<file path="src/rtl/branch_predict_unit.sv">
// Fetch-stage BTB predictor (direct-mapped, 2-bit counters) with execute-stage resolve and registered redirect.
// Optional build macro BPU_STATS_EN adds branch / mispredict event counters.
module branch_predict_unit #(
  parameter int         PC_WIDTH   = 9,
  parameter int         INDEX_BITS = 4,
  parameter logic [1:0] CTR_INIT   = 2'b01
) (
  input  logic                clk,
  input  logic                reset,
  input  logic                fetch_valid,
  input  logic [PC_WIDTH-1:0] fetch_pc,
  output logic                pred_valid,
  output logic                pred_taken,
  output logic [31:0]         pred_target,
  input  logic                res_valid,
  input  logic [PC_WIDTH-1:0] res_pc,
  input  logic                res_is_branch,
  input  logic                res_is_jump,
  input  logic                res_cond,
  input  logic [31:0]         res_imm,
  input  logic                res_pred_taken,
  input  logic [31:0]         res_pred_target,
  output logic [31:0]         res_pc_four,
  output logic                mispredict,
  output logic                redirect_valid,
  output logic [31:0]         redirect_pc
`ifdef BPU_STATS_EN
  ,
  output logic [31:0]         stat_branches,
  output logic [31:0]         stat_mispredicts
`endif
);

  localparam int ENTRIES = 2 ** INDEX_BITS;
  localparam int TAG_W   = PC_WIDTH - INDEX_BITS - 2;

  logic                r_valid  [ENTRIES];
  logic [TAG_W-1:0]    r_tag    [ENTRIES];
  logic [PC_WIDTH-1:0] r_target [ENTRIES];
  logic [1:0]          r_ctr    [ENTRIES];

  logic [INDEX_BITS-1:0] w_fetch_idx;
  logic [TAG_W-1:0]      w_fetch_tag;
  logic                  w_fetch_hit;
  logic                  w_fetch_taken;
  logic [31:0]           w_fetch_pc32;
  logic [INDEX_BITS-1:0] w_res_idx;
  logic [TAG_W-1:0]      w_res_tag;
  logic                  w_res_hit;
  logic                  w_res_ctrl;
  logic [31:0]           w_res_pc32;
  logic                  w_actual_taken;
  logic [31:0]           w_actual_target;
  logic [1:0]            w_new_ctr;
  logic                  w_unused_bits;

  assign w_fetch_idx   = fetch_pc[INDEX_BITS+1:2];
  assign w_fetch_tag   = fetch_pc[PC_WIDTH-1:INDEX_BITS+2];
  assign w_fetch_hit   = r_valid[w_fetch_idx] && (r_tag[w_fetch_idx] == w_fetch_tag);
  assign w_fetch_taken = w_fetch_hit && r_ctr[w_fetch_idx][1];
  assign w_fetch_pc32  = {{(32-PC_WIDTH){1'b0}}, fetch_pc};

  assign w_res_idx  = res_pc[INDEX_BITS+1:2];
  assign w_res_tag  = res_pc[PC_WIDTH-1:INDEX_BITS+2];
  assign w_res_hit  = r_valid[w_res_idx] && (r_tag[w_res_idx] == w_res_tag);
  assign w_res_ctrl = res_is_branch | res_is_jump;
  assign w_res_pc32 = {{(32-PC_WIDTH){1'b0}}, res_pc};

  assign res_pc_four     = w_res_pc32 + 32'd4;
  assign w_actual_taken  = res_is_jump | (res_is_branch & res_cond);
  assign w_actual_target = w_actual_taken ? (w_res_pc32 + res_imm) : res_pc_four;
  assign mispredict      = res_valid & ((res_pred_taken != w_actual_taken) |
                           (w_actual_taken & (res_pred_target != w_actual_target)));

  assign w_unused_bits = ^{fetch_pc[1:0], res_pc[1:0]};

  // Jumps always pin the counter to strongly-taken; a fresh branch starts weak in its direction.
  always_comb begin
    w_new_ctr = r_ctr[w_res_idx];
    if (res_is_jump) begin
      w_new_ctr = 2'b11;
    end else if (!w_res_hit) begin
      w_new_ctr = w_actual_taken ? 2'b10 : 2'b01;
    end else if (w_actual_taken) begin
      if (r_ctr[w_res_idx] != 2'b11) w_new_ctr = r_ctr[w_res_idx] + 2'd1;
    end else begin
      if (r_ctr[w_res_idx] != 2'b00) w_new_ctr = r_ctr[w_res_idx] - 2'd1;
    end
  end

  always_ff @(posedge clk) begin
    if (reset) begin
      for (int i = 0; i < ENTRIES; i++) begin
        r_valid[i]  <= 1'b0;
        r_tag[i]    <= '0;
        r_target[i] <= '0;
        r_ctr[i]    <= CTR_INIT;
      end
    end else if (res_valid) begin
      if (w_res_ctrl) begin
        r_valid[w_res_idx]  <= 1'b1;
        r_tag[w_res_idx]    <= w_res_tag;
        r_target[w_res_idx] <= w_actual_target[PC_WIDTH-1:0];
        r_ctr[w_res_idx]    <= w_new_ctr;
      end else if (w_res_hit) begin
        r_valid[w_res_idx] <= 1'b0;
      end
    end
  end

  // Lookup samples the array before this edge's update lands (read-before-write).
  always_ff @(posedge clk) begin
    if (reset) begin
      pred_valid     <= 1'b0;
      pred_taken     <= 1'b0;
      pred_target    <= '0;
      redirect_valid <= 1'b0;
      redirect_pc    <= '0;
    end else begin
      pred_valid     <= fetch_valid;
      redirect_valid <= mispredict;
      if (fetch_valid) begin
        pred_taken  <= w_fetch_taken;
        pred_target <= w_fetch_taken ? {{(32-PC_WIDTH){1'b0}}, r_target[w_fetch_idx]}
                                     : (w_fetch_pc32 + 32'd4);
      end
      if (mispredict) redirect_pc <= w_actual_target;
    end
  end

`ifdef BPU_STATS_EN
  always_ff @(posedge clk) begin
    if (reset) begin
      stat_branches    <= '0;
      stat_mispredicts <= '0;
    end else begin
      if (res_valid && w_res_ctrl) stat_branches <= stat_branches + 32'd1;
      if (mispredict) stat_mispredicts <= stat_mispredicts + 32'd1;
    end
  end
`endif

endmodule

</file>
<file path="config.mk">
export PLATFORM = sky130hd
export DESIGN_NAME = branch_predict_unit
export DESIGN_NICKNAME = d
export VERILOG_FILES = /design/src/rtl/branch_predict_unit.sv
export SDC_FILE = /design/constraint.sdc
export NUM_CORES = 1
export LEC_CHECK = 0
export ABC_CLOCK_PERIOD_IN_PS = 5500
export CORE_MARGIN = 3
export CORE_UTILIZATION = 51
export CTS_CLUSTER_DIAMETER = 60
export DETAILED_ROUTE_END_ITERATION = 8
export HOLD_SLACK_MARGIN = 0.02
export PLACE_DENSITY_LB_ADDON = 0.05
export SLEW_MARGIN = 20
export SYNTH_ARGS = -nofsm -noshare
export SYNTH_HDL_FRONTEND = slang
export SYNTH_SLANG_ARGS = --single-unit
export TNS_END_PERCENT = 30
</file>
<file path="constraint.sdc">
create_clock -name clk -period 5.5 [get_ports clk]
set_clock_uncertainty 0.15 [all_clocks]
set_input_delay 1.1 -clock clk [delete_from_list [all_inputs] [get_ports clk]]
set_output_delay 1.1 -clock clk [all_outputs]
set_load 0.005 [all_outputs]
</file>
==> tab_implementation.tex <==
\begin{tabular}{lr}
\hline
Metric & Value \\
\hline
\multicolumn{2}{l}{\textbf{Detailed routing}} \\
Drt wl/cell & 23.42 µm \\
Vias/cell & 5.927 \\
Count of vias placed by the detailed router & 11990 \\
Initial detailed-routing violation count & between 1000 and 1500 \\
Routed wire length & 47380 µm \\
Antenna viol nets, final & 0 \\
\# DRC & 0 \\
First-pass iteration count of the detailed router & 5 \\
\multicolumn{2}{l}{\textbf{Worst setup path}} \\
End point of the critical path & mispredict \\
Maximum fanout along the worst path & 6 \\
Critical path's largest stage delay & 0.56 ns \\
R2r setup slk & 2.31 ns \\
Slowest-stage cell, CP & or4\_4 \\
Critical path arrival & around 4.2 ns \\
List of cells traversed by the critical path & dlygate4sd2\_1 > ha\_4 > buf\_4 > a21o\_1 > o21bai\_1 > o221a\_2 > nor3\_1 > a221o\_1 > or4\_4 > nor4\_4 > buf\_4 > and4\_4 > nor2\_4 > buf\_2 \\
Class of the most critical setup path & in2out \\
Kind of launch point of the worst setup path & input pin \\
Cell with the most instances on the worst path & buf\_4 \\
Number of cells on the worst reg-to-reg path & 7 \\
Timing startpoint of the critical path & res\_pc[5] \\
End of the worst register-to-register path & r\_valid[14]\$\_SDFFCE\_PN0P\_ \\
Data required time at the worst endpoint & 4.25 ns \\
Critical Path End Type & primary output \\
Startpoint of the lowest-slack register-to-register path & r\_tag[3][2]\$\_SDFFCE\_PN0P\_ \\
\multicolumn{2}{l}{\textbf{Power and ir drop}} \\
Peak VDD IR & roughly 0.23 mV \\
Reported leakage power & 7.381 nW \\
Power density over the cells & around 280 nW/µm² \\
Total chip power & 5.555 mW \\
\multicolumn{2}{l}{\textbf{Logic synthesis}} \\
Dominant cell type by area after synthesis & edfxtp\_1 \\
Unique cell type count in the Yosys netlist & 76 \\
Synthesized cell area & 15740 µm² \\
Synth Warn \# & 0 \\
Flip-flop and latch count after synthesis & 285 \\
Post-synth EDFFs & 240 \\
Most frequently used flop master after synthesis & edfxtp\_1 \\
Average cell area after synthesis & 11.79 µm² \\
Dominant cells by area after synthesis & edfxtp\_1 46\%, mux4\_2 13\%, dfxtp\_1 5.7\% \\
Share of synthesized area occupied by flip-flops and latches & 0.5150 \\
Post-synth top area share & 0.4578 \\
FFs w/ async S/R, synth & 0 \\
Cell count after synthesis & 1335 \\
\multicolumn{2}{l}{\textbf{Clock tree}} \\
Clk slew on worst S/H paths & 0.06 ns \\
Count of H-tree levels built during CTS & 1 \\
Hold bufs inserted after CTS & 0 \\
CTS tree & built \\
Largest buffer count on any clock path & 3 \\
Clock insertion delay at the later pin of the skew report & around 0.57 ns \\
CTS Sinks & 285 \\
Num CTS Buffers & 31 \\
Master cell of the clock root buffer & clkbuf\_16 \\
\multicolumn{2}{l}{\textbf{Timing}} \\
RSZ-0062 raised after global routing & yes \\
Maximum frequency from static timing analysis & 0.1846 GHz \\
Crit share post-route & 0.9851 \\
Final setup viols & 0 \\
Accumulated negative setup slack & 0 ns \\
Number of pins exceeding their max-slew limit in the final report & 0 \\
Minimum clock period after layout & 5.418 ns \\
Hold WS & just over 0.3 ns \\
Worst slew slack as a fraction of its limit & 0.3418 \\
Hold Violations, Final & 0 \\
Slew of the pin with the lowest slew margin & slightly below 1 ns \\
\multicolumn{2}{l}{\textbf{Floorplan}} \\
Die Ht & between 150 and 200 µm \\
Number of top-level design ports & 190 \\
Placeable core region & between 30000 and 40000 µm² \\
Chip Width & 181.7 µm \\
Effective utilization at floorplan & 0.5242 \\
Die Outline Area & approximately 33000 µm² \\
Number of cell rows & 63 \\
\multicolumn{2}{l}{\textbf{Placement}} \\
DP Wirelength & between 30000 and 40000 µm \\
Final RePlAce weighted congestion & a little under 1 \\
PortBufs & 145 \\
\multicolumn{2}{l}{\textbf{Cells and area}} \\
Fraction of layout cells with a size suffix above 1 & 0.2719 \\
Diodes inserted & 0 \\
Most common cell after layout, fill and taps aside & edfxtp\_1 \\
Area growth from synthesis to layout & 27.13\% \\
Layout net count & 1716 \\
Top library cells by usage in the layout, fill and taps aside & 240 x edfxtp\_1, 223 x nor2\_1, 203 x buf\_4 \\
\multicolumn{2}{l}{\textbf{Status}} \\
Result of the run & complete, no violations \\
\multicolumn{2}{l}{\textbf{Global routing}} \\
Number of global-route vias before repair & about 12000 \\
Maximum number of pins on one net before global-route repair & 78 \\
Wire length of the first global-routing pass & a little over 70000 µm \\
Overall track demand over capacity in global routing & 0.2828 \\
Total global routing overflow & 0 \\
Initial antenna violation count & 0 \\
\multicolumn{2}{l}{\textbf{Run}} \\
Count of maximum capacitance violations & 0 \\
\multicolumn{2}{l}{\textbf{Hold path}} \\
Beginning of the worst hold path & redirect\_pc[31]\$\_SDFFE\_PP0P\_ \\
Path class of the lowest-slack min-delay path & reg2reg \\
\hline
\end{tabular}
stage by stage:
stage,instances,area [µm²],utilization,worst slack [ns]
final,2023,20010,0.6664,0.08221
after global routing,2023,20010,0.6664,-0.02757
after CTS,2018,19800,0.6593,0.01311
after detailed placement,1956,18510,0.6164,-1.077
after global placement,1956,18510,0.6164,-1.031
after floorplan,1378,15900,-,0.08893
worst min path at each step:
stage,to,slack [ns],cells past startpoint
final,redirect_pc[31]$_SDFFE_PP0P_,0.31,1
after global routing,redirect_pc[31]$_SDFFE_PP0P_,0.32,1
after CTS,redirect_pc[31]$_SDFFE_PP0P_,0.31,1
after detailed placement,redirect_pc[31]$_SDFFE_PP0P_,0.30,1
after global placement,redirect_pc[12]$_SDFFE_PP0P_,0.29,1
after floorplan,redirect_pc[12]$_SDFFE_PP0P_,0.30,1
area by class of cell:
type                       instances  area (µm²)
fill                            2286       10020
sequential                       285        8108
multi-input combinational        914        7328
timing repair buffer             352        2988
clock buffer                      35       790.8
tap                              390       488.0
clock inverter                    20       209.0
inverter                          27       101.3
critical path, delay by kind of cell:
kind / cells / cell delay, ns
AO/OA/AOI/OAI: 4 / 0.88
adder cells (fa/ha/maj): 1 / 0.28
buffers and inverters: 4 / 0.68
AND/OR/NAND/NOR: 5 / 1.23
registers in the layout, indices dropped and copies added, names as in the netlist:
register,cells
redirect_valid,1
pred_valid,1
r_valid,16
pred_target,10
r_target,144
r_ctr,32
pred_taken,1
redirect_pc,32
r_tag,48
synthesized netlist by cell type, types with 10 or more instances:
master and n:
nor2_1 224, buf_1 15, mux2i_1 21, edfxtp_1 240
nand4_1 12, inv_1 26, xnor2_1 26, nand2b_1 39
nand3_1 35, o21ai_0 31, mux4_2 91, o21bai_1 17
nand2_1 70, a211oi_2 10, dfxtp_1 45, clkbuf_1 68
buf_2 16, and2_1 39, ha_1 14, xor2_1 22
or4_1 18, o21ai_1 10, a21o_1 12, buf_4 50
a21oi_1 30, nor3_1 23
metal layers:
layer  routed length [µm]  up-vias  GRT usage
met1                20080     5982     0.4117
met4                 1377        0    0.07160
met3                 3131       86    0.03065
met5                    0        -          0
met2                22790      524     0.4596
li1                     -     5399          -
what timing repair did:
action / in CTS / in global routing
setup buffers: 7 / 6
endpoints found under the hold margin: 0 / 0
endpoints found under the setup margin: 1 / 1
gates resized for setup: 77 / 41
pin swaps: 31 / 23
cells by family (layout without fill, tap and decap cells):
family,count (synthesis),count (layout),synth area share
and+or+nand+nor,508,508,0.1568
DFF,285,285,0.5150
AOI/OAI and AO/OA,186,186,0.08711
buffers and inverters,179,434,0.05730
muxes,113,113,0.1444
xor gates and xnor gates,48,48,0.02670
adders and majority gates,15,15,0.01240
other,1,44,0.0002382
power by group:
group	internal, mW	switching, mW	total, mW
clock	1.18	0.861	2.04
combinational	0.466	0.545	1.01
sequential	2.46	0.0465	2.50
total	4.10	1.45	5.56
Power figures use the tool's default switching activity.
